===== src/rtl/pixel_word_packer.sv =====
// Pixel word packer: gathers PIXELS_PER_WORD consecutive pixels into one wide
// word and presents it on an AXI-Stream master (feeds the DDR write FIFO).
// A frame-start pixel arriving mid-word throws the partial word away and
// realigns the word to the new frame.
//
// Ports:
//   sender_clk, sender_rstn    clock, async active-low reset
//   pix_tvalid/tready/tdata/tuser            pixel input stream
//   sender_axis_tvalid/tready/tdata/tuser    packed word output stream
//   drop_pulse                 one-cycle pulse per discarded partial word
//   drop_count                 wrapping count of discarded partial words
//
// PIXELS_PER_WORD must be a power of two in 2..16 so the slot index wraps
// naturally at its width.
module pixel_word_packer #(
  parameter int PIXEL_WIDTH     = 16,
  parameter int PIXELS_PER_WORD = 8,
  parameter int DROP_CNT_WIDTH  = 16
) (
  input  logic                                   sender_clk,
  input  logic                                   sender_rstn,
  input  logic                                   pix_tvalid,
  output logic                                   pix_tready,
  input  logic [PIXEL_WIDTH-1:0]                 pix_tdata,
  input  logic                                   pix_tuser,
  output logic                                   sender_axis_tvalid,
  input  logic                                   sender_axis_tready,
  output logic [PIXEL_WIDTH*PIXELS_PER_WORD-1:0] sender_axis_tdata,
  output logic                                   sender_axis_tuser,
  output logic                                   drop_pulse,
  output logic [DROP_CNT_WIDTH-1:0]              drop_count
);

  localparam int IDX_W = $clog2(PIXELS_PER_WORD);
  localparam logic [IDX_W-1:0] LAST = IDX_W'(PIXELS_PER_WORD - 1);

  logic [IDX_W-1:0]                                idx;
  logic [PIXELS_PER_WORD-1:0][PIXEL_WIDTH-1:0]     acc;
  logic [PIXELS_PER_WORD-1:0][PIXEL_WIDTH-1:0]     merged;
  logic                                            pend_user;
  logic                                            last_slot;
  logic                                            xfer;
  logic                                            restart;
  logic                                            complete;

  // Only the word-completing pixel can stall: it needs the output register,
  // which is busy while a word sits there un-accepted.
  assign last_slot  = (idx == LAST);
  assign pix_tready = !(last_slot && sender_axis_tvalid && !sender_axis_tready);
  assign xfer       = pix_tvalid && pix_tready;
  // A frame start at any slot other than 0 realigns instead of completing.
  assign restart    = xfer && pix_tuser && (idx != '0);
  assign complete   = xfer && last_slot && !pix_tuser;

  // Accumulator with the incoming pixel merged in, so the completed word can
  // be registered straight into the output stage on the final transfer.
  always_comb begin
    merged      = acc;
    merged[idx] = pix_tdata;
  end

  always_ff @(posedge sender_clk or negedge sender_rstn) begin
    if (!sender_rstn) begin
      idx       <= '0;
      acc       <= '0;
      pend_user <= 1'b0;
    end else if (restart) begin
      acc       <= '0;
      acc[0]    <= pix_tdata;
      idx       <= IDX_W'(1);
      pend_user <= 1'b1;
    end else if (xfer) begin
      acc[idx] <= pix_tdata;
      idx      <= idx + 1'b1;
      if (complete)
        pend_user <= 1'b0;
      else if (idx == '0 && pix_tuser)
        pend_user <= 1'b1;
    end
  end

  // Single-stage output register; a completing word may load in the same
  // cycle the previous one handshakes, keeping tvalid high without a bubble.
  always_ff @(posedge sender_clk or negedge sender_rstn) begin
    if (!sender_rstn) begin
      sender_axis_tvalid <= 1'b0;
      sender_axis_tdata  <= '0;
      sender_axis_tuser  <= 1'b0;
    end else if (complete) begin
      sender_axis_tvalid <= 1'b1;
      sender_axis_tdata  <= merged;
      sender_axis_tuser  <= pend_user;
    end else if (sender_axis_tready) begin
      sender_axis_tvalid <= 1'b0;
    end
  end

  always_ff @(posedge sender_clk or negedge sender_rstn) begin
    if (!sender_rstn) begin
      drop_pulse <= 1'b0;
      drop_count <= '0;
    end else begin
      drop_pulse <= restart;
      if (restart) drop_count <= drop_count + 1'b1;
    end
  end

endmodule

===== config.mk =====
export PLATFORM = sky130hd
export DESIGN_NAME = pixel_word_packer
export DESIGN_NICKNAME = d
export VERILOG_FILES = /design/src/rtl/pixel_word_packer.sv
export SDC_FILE = /design/constraint.sdc
export NUM_CORES = 1
export LEC_CHECK = 0
export CELL_PAD_IN_SITES_DETAIL_PLACEMENT = 0
export CELL_PAD_IN_SITES_GLOBAL_PLACEMENT = 1
export CORE_MARGIN = 1.5
export CORE_UTILIZATION = 29
export CTS_CLUSTER_DIAMETER = 60
export DETAILED_ROUTE_END_ITERATION = 12
export MAX_ROUTING_LAYER = met4
export PLACE_DENSITY_LB_ADDON = 0.2
export SKIP_LAST_GASP = 1
export SLEW_MARGIN = 20
export SYNTH_ARGS = -nofsm -noshare
export SYNTH_HDL_FRONTEND = slang
export SYNTH_SLANG_ARGS = --single-unit

===== constraint.sdc =====
create_clock -name sender_clk -period 5.2 [get_ports sender_clk]
set_input_delay 1.04 -clock sender_clk [delete_from_list [all_inputs] [get_ports sender_clk]]
set_output_delay 1.04 -clock sender_clk [all_outputs]
set_load 0.05 [all_outputs]

==> run_summary.xml, run 1 <==
<?xml version="1.0" encoding="UTF-8"?>
<metrics>
  <group name="run_status">
    <metric name="status" unit="">finished with violations</metric>
    <metric name="violations_in_the_final_reports" unit="">design-rule violations</metric>
  </group>
  <group name="clocking">
    <metric name="tritoncts" unit="">built</metric>
    <metric name="post_cts_buffers" unit="">0</metric>
    <metric name="clock_tree.root_cell" unit="">clkbuf_16</metric>
    <metric name="ctsLongestPathBuffers" unit="">3</metric>
    <metric name="numCtsBuffers" unit="">37</metric>
    <metric name="cts.htree.levels" unit="">2</metric>
    <metric name="ctsResizeCount" unit="">0</metric>
    <metric name="clk_transition_reported_paths" unit="ns">0.05</metric>
    <metric name="clock_sink_count" unit="">279</metric>
    <metric name="clock_insertion_delay_worst_skew" unit="ns">0.53</metric>
    <metric name="hold_buffers" unit="">0</metric>
  </group>
  <group name="power_and_ir_drop">
    <metric name="power.total" unit="mW">8.74</metric>
    <metric name="p_leak" unit="nW">7.25</metric>
    <metric name="power-per-cell-area" unit="nW/um^2">562</metric>
    <metric name="ir_worst_vdd" unit="uV">239</metric>
  </group>
  <group name="drt">
    <metric name="routed_wirelength" unit="microns">33900</metric>
    <metric name="drt_first_pass_iters" unit="">10</metric>
    <metric name="vias" unit="">8479</metric>
    <metric name="initialDrtViolationCount" unit="">377</metric>
    <metric name="route.detailed.drc" unit="">14</metric>
    <metric name="route.detailed.vias_per_inst" unit="">4.60</metric>
    <metric name="detail-route-antenna-nets" unit="">0</metric>
    <metric name="detail_route.wl_per_cell" unit="microns">18.4</metric>
  </group>
  <group name="finish">
    <metric name="mostFrequentLayoutCell" unit="">dfrtp_1</metric>
    <metric name="finish.cell_count_without_fillers" unit="">1842</metric>
    <metric name="areaGrowthSynthToFinish" unit="%">28.5</metric>
    <metric name="proportion_of_layout_cells_with_a_drive_suffix_above_1" unit="">0.0863</metric>
    <metric name="area.sequential" unit="sq um">6980</metric>
    <metric name="antenna_cells" unit="">0</metric>
    <metric name="fin_nets" unit="">1314</metric>
    <metric name="layout.cells.most_common_list" unit="">dfrtp_1, nand2_1, mux2i_1</metric>
    <metric name="multi_input_comb_area" unit="sq um">4710</metric>
    <metric name="layout.filler_cells" unit="">4125</metric>
  </group>
  <group name="synthesis">
    <metric name="synth_sequential_area_ratio" unit="">0.577</metric>
    <metric name="synth.ff_latch_count" unit="">279</metric>
    <metric name="synth-edff-count" unit="">0</metric>
    <metric name="synth_fp_nets" unit="">1180</metric>
    <metric name="synth_cells" unit="">1155</metric>
    <metric name="synth-warning-count" unit="">0</metric>
    <metric name="synth.lib_cells_used.distinct" unit="">35</metric>
    <metric name="synthesis.area_per_instance" unit="sq um">10.5</metric>
    <metric name="ys.flop_type" unit="">dfrtp_1</metric>
    <metric name="fraction_of_synthesis_flops_using_an_asynchronous_set_or_reset_pin" unit="">1.00</metric>
    <metric name="netlist_area" unit="sq um">12100</metric>
  </group>
  <group name="timing">
    <metric name="report.final.slew_viol_count" unit="">0</metric>
    <metric name="rsz0062_at_grt" unit="">false</metric>
    <metric name="hold_viol_final" unit="">0</metric>
    <metric name="post-route-min-period" unit="ns">4.06</metric>
    <metric name="finalSetupViolations" unit="">0</metric>
    <metric name="finalCritPeriodShare" unit="">0.781</metric>
    <metric name="max_slew.worst_pin.slew" unit="ns">1.05</metric>
    <metric name="whs" unit="ns">0.470</metric>
    <metric name="max_clock_freq" unit="MHz">246</metric>
    <metric name="max-slew-margin-rel" unit="">0.296</metric>
    <metric name="fin_skew" unit="ns">0.0208</metric>
    <metric name="finalSetupTns" unit="ns">0</metric>
  </group>
  <group name="placement">
    <metric name="placedCellCount" unit="">1782</metric>
    <metric name="placement.io_buffers" unit="">168</metric>
    <metric name="gp_congestion" unit="">0.738</metric>
    <metric name="detailed_placer_s_ending_hpwl" unit="microns">20700</metric>
  </group>
  <group name="die">
    <metric name="core_region_area" unit="sq um">41000</metric>
    <metric name="die_height" unit="microns">207</metric>
    <metric name="fp.dieW" unit="microns">207</metric>
    <metric name="floorplan.rows" unit="">74</metric>
    <metric name="floorplan.io_pins" unit="">169</metric>
    <metric name="design.die.area" unit="sq um">42900</metric>
    <metric name="initial_core_util" unit="">0.295</metric>
  </group>
  <group name="setup_path">
    <metric name="arrival" unit="ns">3.02</metric>
    <metric name="data_required_critical_path" unit="ns">4.16</metric>
    <metric name="critical_path_peak_fanout" unit="">11</metric>
    <metric name="timing.critical_path.from_type" unit="">flop</metric>
    <metric name="endpoint_kind" unit="">output pin</metric>
    <metric name="timing.setup.critical_path_class" unit="">flop to output pin</metric>
  </group>
  <group name="global_routing">
    <metric name="grt_usage" unit="">0.165</metric>
    <metric name="globalRouteOverflowTotal" unit="">0</metric>
    <metric name="grt_first_pass_wirelength" unit="microns">53400</metric>
    <metric name="maximum_number_of_pins_on_one_net_before_global_route_repair" unit="">171</metric>
    <metric name="antenna_violations_before_repair" unit="">1</metric>
    <metric name="grt_pass1_vias" unit="">8619</metric>
  </group>
  <group name="job">
    <metric name="max-cap-violations" unit="">0</metric>
  </group>
  <group name="hold_path">
    <metric name="min_path_type" unit="">flop to flop</metric>
  </group>
</metrics>
final timing paths:
check	start	to	slack (ns)	cells after the start
worst min register to register	drop_count[15]$_DFFE_PN0N_	drop_count[15]$_DFFE_PN0N_	0.47	1
max in group asynchronous	sender_rstn	acc[99]$_DFFE_PN0P_	3.47	2
worst max-delay path	idx[1]$_DFFE_PN0P_	pix_tready	1.14	5
worst max register to register	idx[0]$_DFFE_PN0P_	acc[7]$_DFFE_PN0P_	2.09	7
worst min-delay path	drop_count[15]$_DFFE_PN0N_	drop_count[15]$_DFFE_PN0N_	0.47	1
min in group asynchronous	sender_rstn	sender_axis_tdata[9]$_DFFE_PN0P_	0.55	1
power by group:
group | switching [mW] | internal (mW)
clock | 0.974 | 1.70
sequential | 0.372 | 2.74
combinational | 1.89 | 1.06
worst max-delay path, stage by stage (launching register included):
cell,delay [ns]
dfrtp_1,0.61
ha_1,0.24
ha_1,0.21
and3b_1,0.48
inv_2,0.18
clkdlybuf4s50_1,0.77
logic make-up (layout without fill, tap and decap cells):
kind of cell	after synthesis	count (layout)	share of synthesized area
multiplexers	194	194	0.162
flip-flops	279	279	0.577
AND/OR/NAND/NOR	363	363	0.126
AO/OA/AOI/OAI	198	198	0.0823
buffers and inverters	102	257	0.0367
adder cells (fa/ha/maj)	4	4	0.00414
XOR/XNOR	15	15	0.0109
layout make-up:
cell class | instances | area share
sequential | 279 | 0.449
clock buffer | 47 | 0.0692
tap | 532 | 0.0428
multi-input combinational | 774 | 0.303
clock inverter | 13 | 0.0134
inverter | 8 | 0.00193
timing repair buffer | 189 | 0.120
per-stage QoR:
step / instance area (sq um) / util / setup WS [ns]
3_3_place_gp: 14200 / 0.347 / 1.22
2_1_floorplan: 12100 / - / 2.56
3_5_place_dp: 14300 / 0.348 / 1.17
4_1_cts: 15500 / 0.379 / 1.11
5_1_grt: 15500 / 0.379 / 0.957
6_report: 15500 / 0.379 / 1.14
sequential cells by signal, indices dropped and copies added, names as in the netlist:
name and cells:
sender_axis_tuser 1, sender_axis_tvalid 1, acc 128, sender_axis_tdata 128, drop_pulse 1, drop_count 16
pend_user 1, idx 3
cells in the mapped netlist (all sizes together), types with 2 or more instances:
library cell	number	area, sq um
ha	4	50.1
inv	8	30.0
o21ai	131	656
a21oi	66	330
xnor2	9	78.8
xor2	6	52.6
nand3	9	55.1
mux2i	176	1760
clkbuf	46	173
buf	48	241
nor3	11	66.3
nand3b	3	22.5
or3	4	25.0
nor3b	4	30.0
and3	2	12.5
nand2	267	1000
nand4	4	25.0
nor2	50	190
nor4	2	42.5
dfrtp	279	6980
and4	2	17.5
mux2	18	203
routing by layer:
layer	share of wire	routed length, microns	track usage
met1	0.48	16400	0.224
met2	0.45	15400	0.255
met3	0.042	1430	0.0306
met4	0.019	652	0.0401
met5	0	0	-
No activity file was read; power rests on OpenSTA's default activity.
==> run 2, diff against run 1 <==
Clock period 5.2 ns to 3.52 ns, I/O delays scaled along.
==> run 2 against run 1 <==
Compared with the run above:
- cell count up 0.43%
- worst hold slack worse by 0.30 ns
- the flow still finishes with violations (design-rule violations)
- register-to-register slack worse by 1.4 ns
- largest cell class unchanged
- highest routed layer unchanged
- critical endpoint unchanged
==> run_summary.xml, run 2 (synthesis results as in run 1) <==
<?xml version="1.0" encoding="UTF-8"?>
<metrics>
  <group name="placement">
    <metric name="gp_congestion" unit="">0.715</metric>
    <metric name="placement.io_buffers" unit="">168</metric>
    <metric name="dpl-instance-area" unit="sq um">14400</metric>
    <metric name="place_ws" unit="ns">0.568</metric>
    <metric name="detailed_placer_s_ending_hpwl" unit="microns">21300</metric>
  </group>
  <group name="finish">
    <metric name="areaGrowthSynthToFinish" unit="%">28.6</metric>
    <metric name="layout.filler_cells" unit="">4100</metric>
    <metric name="layout.cells.most_common_list" unit="">dfrtp_1, nand2_1, mux2i_1</metric>
    <metric name="fin_nets" unit="">1321</metric>
    <metric name="largest_registers" unit="">acc (128), sender_axis_tdata (128), drop_count (16)</metric>
    <metric name="antenna_cells" unit="">0</metric>
    <metric name="final_design_area_no_fill" unit="sq um">15600</metric>
    <metric name="mostFrequentLayoutCell" unit="">dfrtp_1</metric>
    <metric name="proportion_of_layout_cells_with_a_drive_suffix_above_1" unit="">0.0880</metric>
  </group>
  <group name="die">
    <metric name="floorplan.io_pins" unit="">169</metric>
    <metric name="die_height" unit="microns">207</metric>
    <metric name="design.die.area" unit="sq um">42900</metric>
    <metric name="core_region_area" unit="sq um">41000</metric>
    <metric name="floorplan.rows" unit="">74</metric>
    <metric name="initial_core_util" unit="">0.295</metric>
    <metric name="fp.dieW" unit="microns">207</metric>
  </group>
  <group name="power_and_ir_drop">
    <metric name="power-per-cell-area" unit="nW/um^2">815</metric>
    <metric name="ir_worst_vdd" unit="uV">381</metric>
    <metric name="power.total" unit="mW">12.7</metric>
    <metric name="p_leak" unit="nW">7.26</metric>
  </group>
  <group name="timing">
    <metric name="max-slew-margin-rel" unit="">0.320</metric>
    <metric name="max_clock_freq" unit="MHz">315</metric>
    <metric name="finalSetupTns" unit="ns">0</metric>
    <metric name="finalCritPeriodShare" unit="">0.902</metric>
    <metric name="report.final.slew_viol_count" unit="">0</metric>
    <metric name="setup_slack" unit="ns">0.343</metric>
    <metric name="post-route-min-period" unit="ns">3.18</metric>
    <metric name="finalSetupViolations" unit="">0</metric>
    <metric name="hold_viol_final" unit="">0</metric>
    <metric name="rsz0062_at_grt" unit="">false</metric>
    <metric name="max_slew.worst_pin.slew" unit="ns">1.02</metric>
    <metric name="fin_skew" unit="ns">0.00818</metric>
  </group>
  <group name="drt">
    <metric name="vias" unit="">8591</metric>
    <metric name="initialDrtViolationCount" unit="">339</metric>
    <metric name="route.detailed.vias_per_inst" unit="">4.64</metric>
    <metric name="routed_wirelength" unit="microns">34200</metric>
    <metric name="detail-route-antenna-nets" unit="">0</metric>
    <metric name="detail_route.wl_per_cell" unit="microns">18.5</metric>
    <metric name="drt_first_pass_iters" unit="">9</metric>
    <metric name="route.detailed.drc" unit="">14</metric>
  </group>
  <group name="setup_path">
    <metric name="rrSetupSlack" unit="ns">0.73</metric>
    <metric name="timing.critical_path.from_type" unit="">flop</metric>
    <metric name="arrival" unit="ns">2.47</metric>
    <metric name="data_required_critical_path" unit="ns">2.82</metric>
    <metric name="timing.setup.critical_path_class" unit="">flop to output pin</metric>
    <metric name="critical_path_peak_fanout" unit="">11</metric>
    <metric name="endpoint_kind" unit="">output pin</metric>
  </group>
  <group name="job">
    <metric name="max-cap-violations" unit="">0</metric>
  </group>
  <group name="clocking">
    <metric name="clock_insertion_delay_worst_skew" unit="ns">0.51</metric>
    <metric name="ctsLongestPathBuffers" unit="">3</metric>
    <metric name="hold_buffers" unit="">0</metric>
    <metric name="clock_tree.root_cell" unit="">clkbuf_16</metric>
    <metric name="numCtsBuffers" unit="">36</metric>
    <metric name="post_cts_buffers" unit="">0</metric>
    <metric name="tritoncts" unit="">built</metric>
    <metric name="clock_sink_count" unit="">279</metric>
    <metric name="ctsResizeCount" unit="">0</metric>
    <metric name="cts.htree.levels" unit="">2</metric>
    <metric name="clk_transition_reported_paths" unit="ns">0.06</metric>
  </group>
  <group name="global_routing">
    <metric name="grt_first_pass_wirelength" unit="microns">54000</metric>
    <metric name="antenna_violations_before_repair" unit="">0</metric>
    <metric name="grt_pass1_vias" unit="">8790</metric>
    <metric name="maximum_number_of_pins_on_one_net_before_global_route_repair" unit="">124</metric>
    <metric name="grt_usage" unit="">0.166</metric>
    <metric name="globalRouteOverflowTotal" unit="">0</metric>
  </group>
  <group name="hold_path">
    <metric name="min_path_type" unit="">primary input to asynchronous set/reset pin</metric>
  </group>
  <group name="run_status">
    <metric name="status" unit="">finished with violations</metric>
    <metric name="violations_in_the_final_reports" unit="">design-rule violations</metric>
  </group>
</metrics>
## run 2: changes by cell type in the layout (fill, tap and decap cells not counted), sizes merged
cell	previous run	this run
buf	22	31
bufinv	5	3
clkbuf	47	51
clkdlybuf4s50	167	166
clkinv	5	3
clkinvlp	1	2
inv	10	9
## run 2: cell type report
class,instances,area (sq um),share of cell area
Clock buffer,51,1060,0.0680
Clock inverter,9,133,0.00852
Inverter,8,30.0,0.00193
Multi-Input combinational cell,774,4700,0.302
Sequential cell,279,6980,0.449
Tap cell,532,666,0.0428
Timing Repair Buffer,197,1990,0.128
## run 2: metal layers
metal	GRT usage	wire length [microns]
met1	0.231	16300
met3	0.0310	1730
met2	0.252	15500
met4	0.0385	565
met5	-	0
## run 2: path summary, 6_finish.rpt
check / start / to / cells after the start
setup reg to reg: idx[1]$_DFFE_PN0P_ / sender_axis_tdata[86]$_DFFE_PN0P_ / 8
hold / removal: sender_rstn / sender_axis_tdata[11]$_DFFE_PN0P_ / 1
setup / recovery: idx[1]$_DFFE_PN0P_ / pix_tready / 5
hold reg to reg: drop_count[15]$_DFFE_PN0N_ / drop_count[15]$_DFFE_PN0N_ / 1
min in group sender_clk: drop_count[15]$_DFFE_PN0N_ / drop_count[15]$_DFFE_PN0N_ / 1
max in group asynchronous: sender_rstn / acc[120]$_DFFE_PN0P_ / 2
## run 2: power breakdown
part	leakage [nW]	switching, mW	total [mW]	internal, mW
registers	3.76	0.549	4.60	4.05
logic	2.92	2.80	4.39	1.59
clock network	0.580	1.39	3.69	2.31
total	7.26	4.74	12.7	7.95
## run 2: worst max-delay path, cell delays in order (launching register included)
cell     delay (ns)
dfrtp_1        0.60
ha_1           0.23
ha_1           0.21
and3b_1        0.49
inv_2          0.17
buf_4          0.24
## run 2: per-stage QoR
stage | util | hold slack (ns) | std cells
final | 0.379 | 0.172 | 1850
after global routing | 0.379 | 0.200 | 1850
after CTS | 0.379 | 0.184 | 1850
after detailed placement | 0.350 | 0.458 | 1790
after global placement | 0.350 | 0.463 | 1790
after floorplan | - | 0.408 | 1155
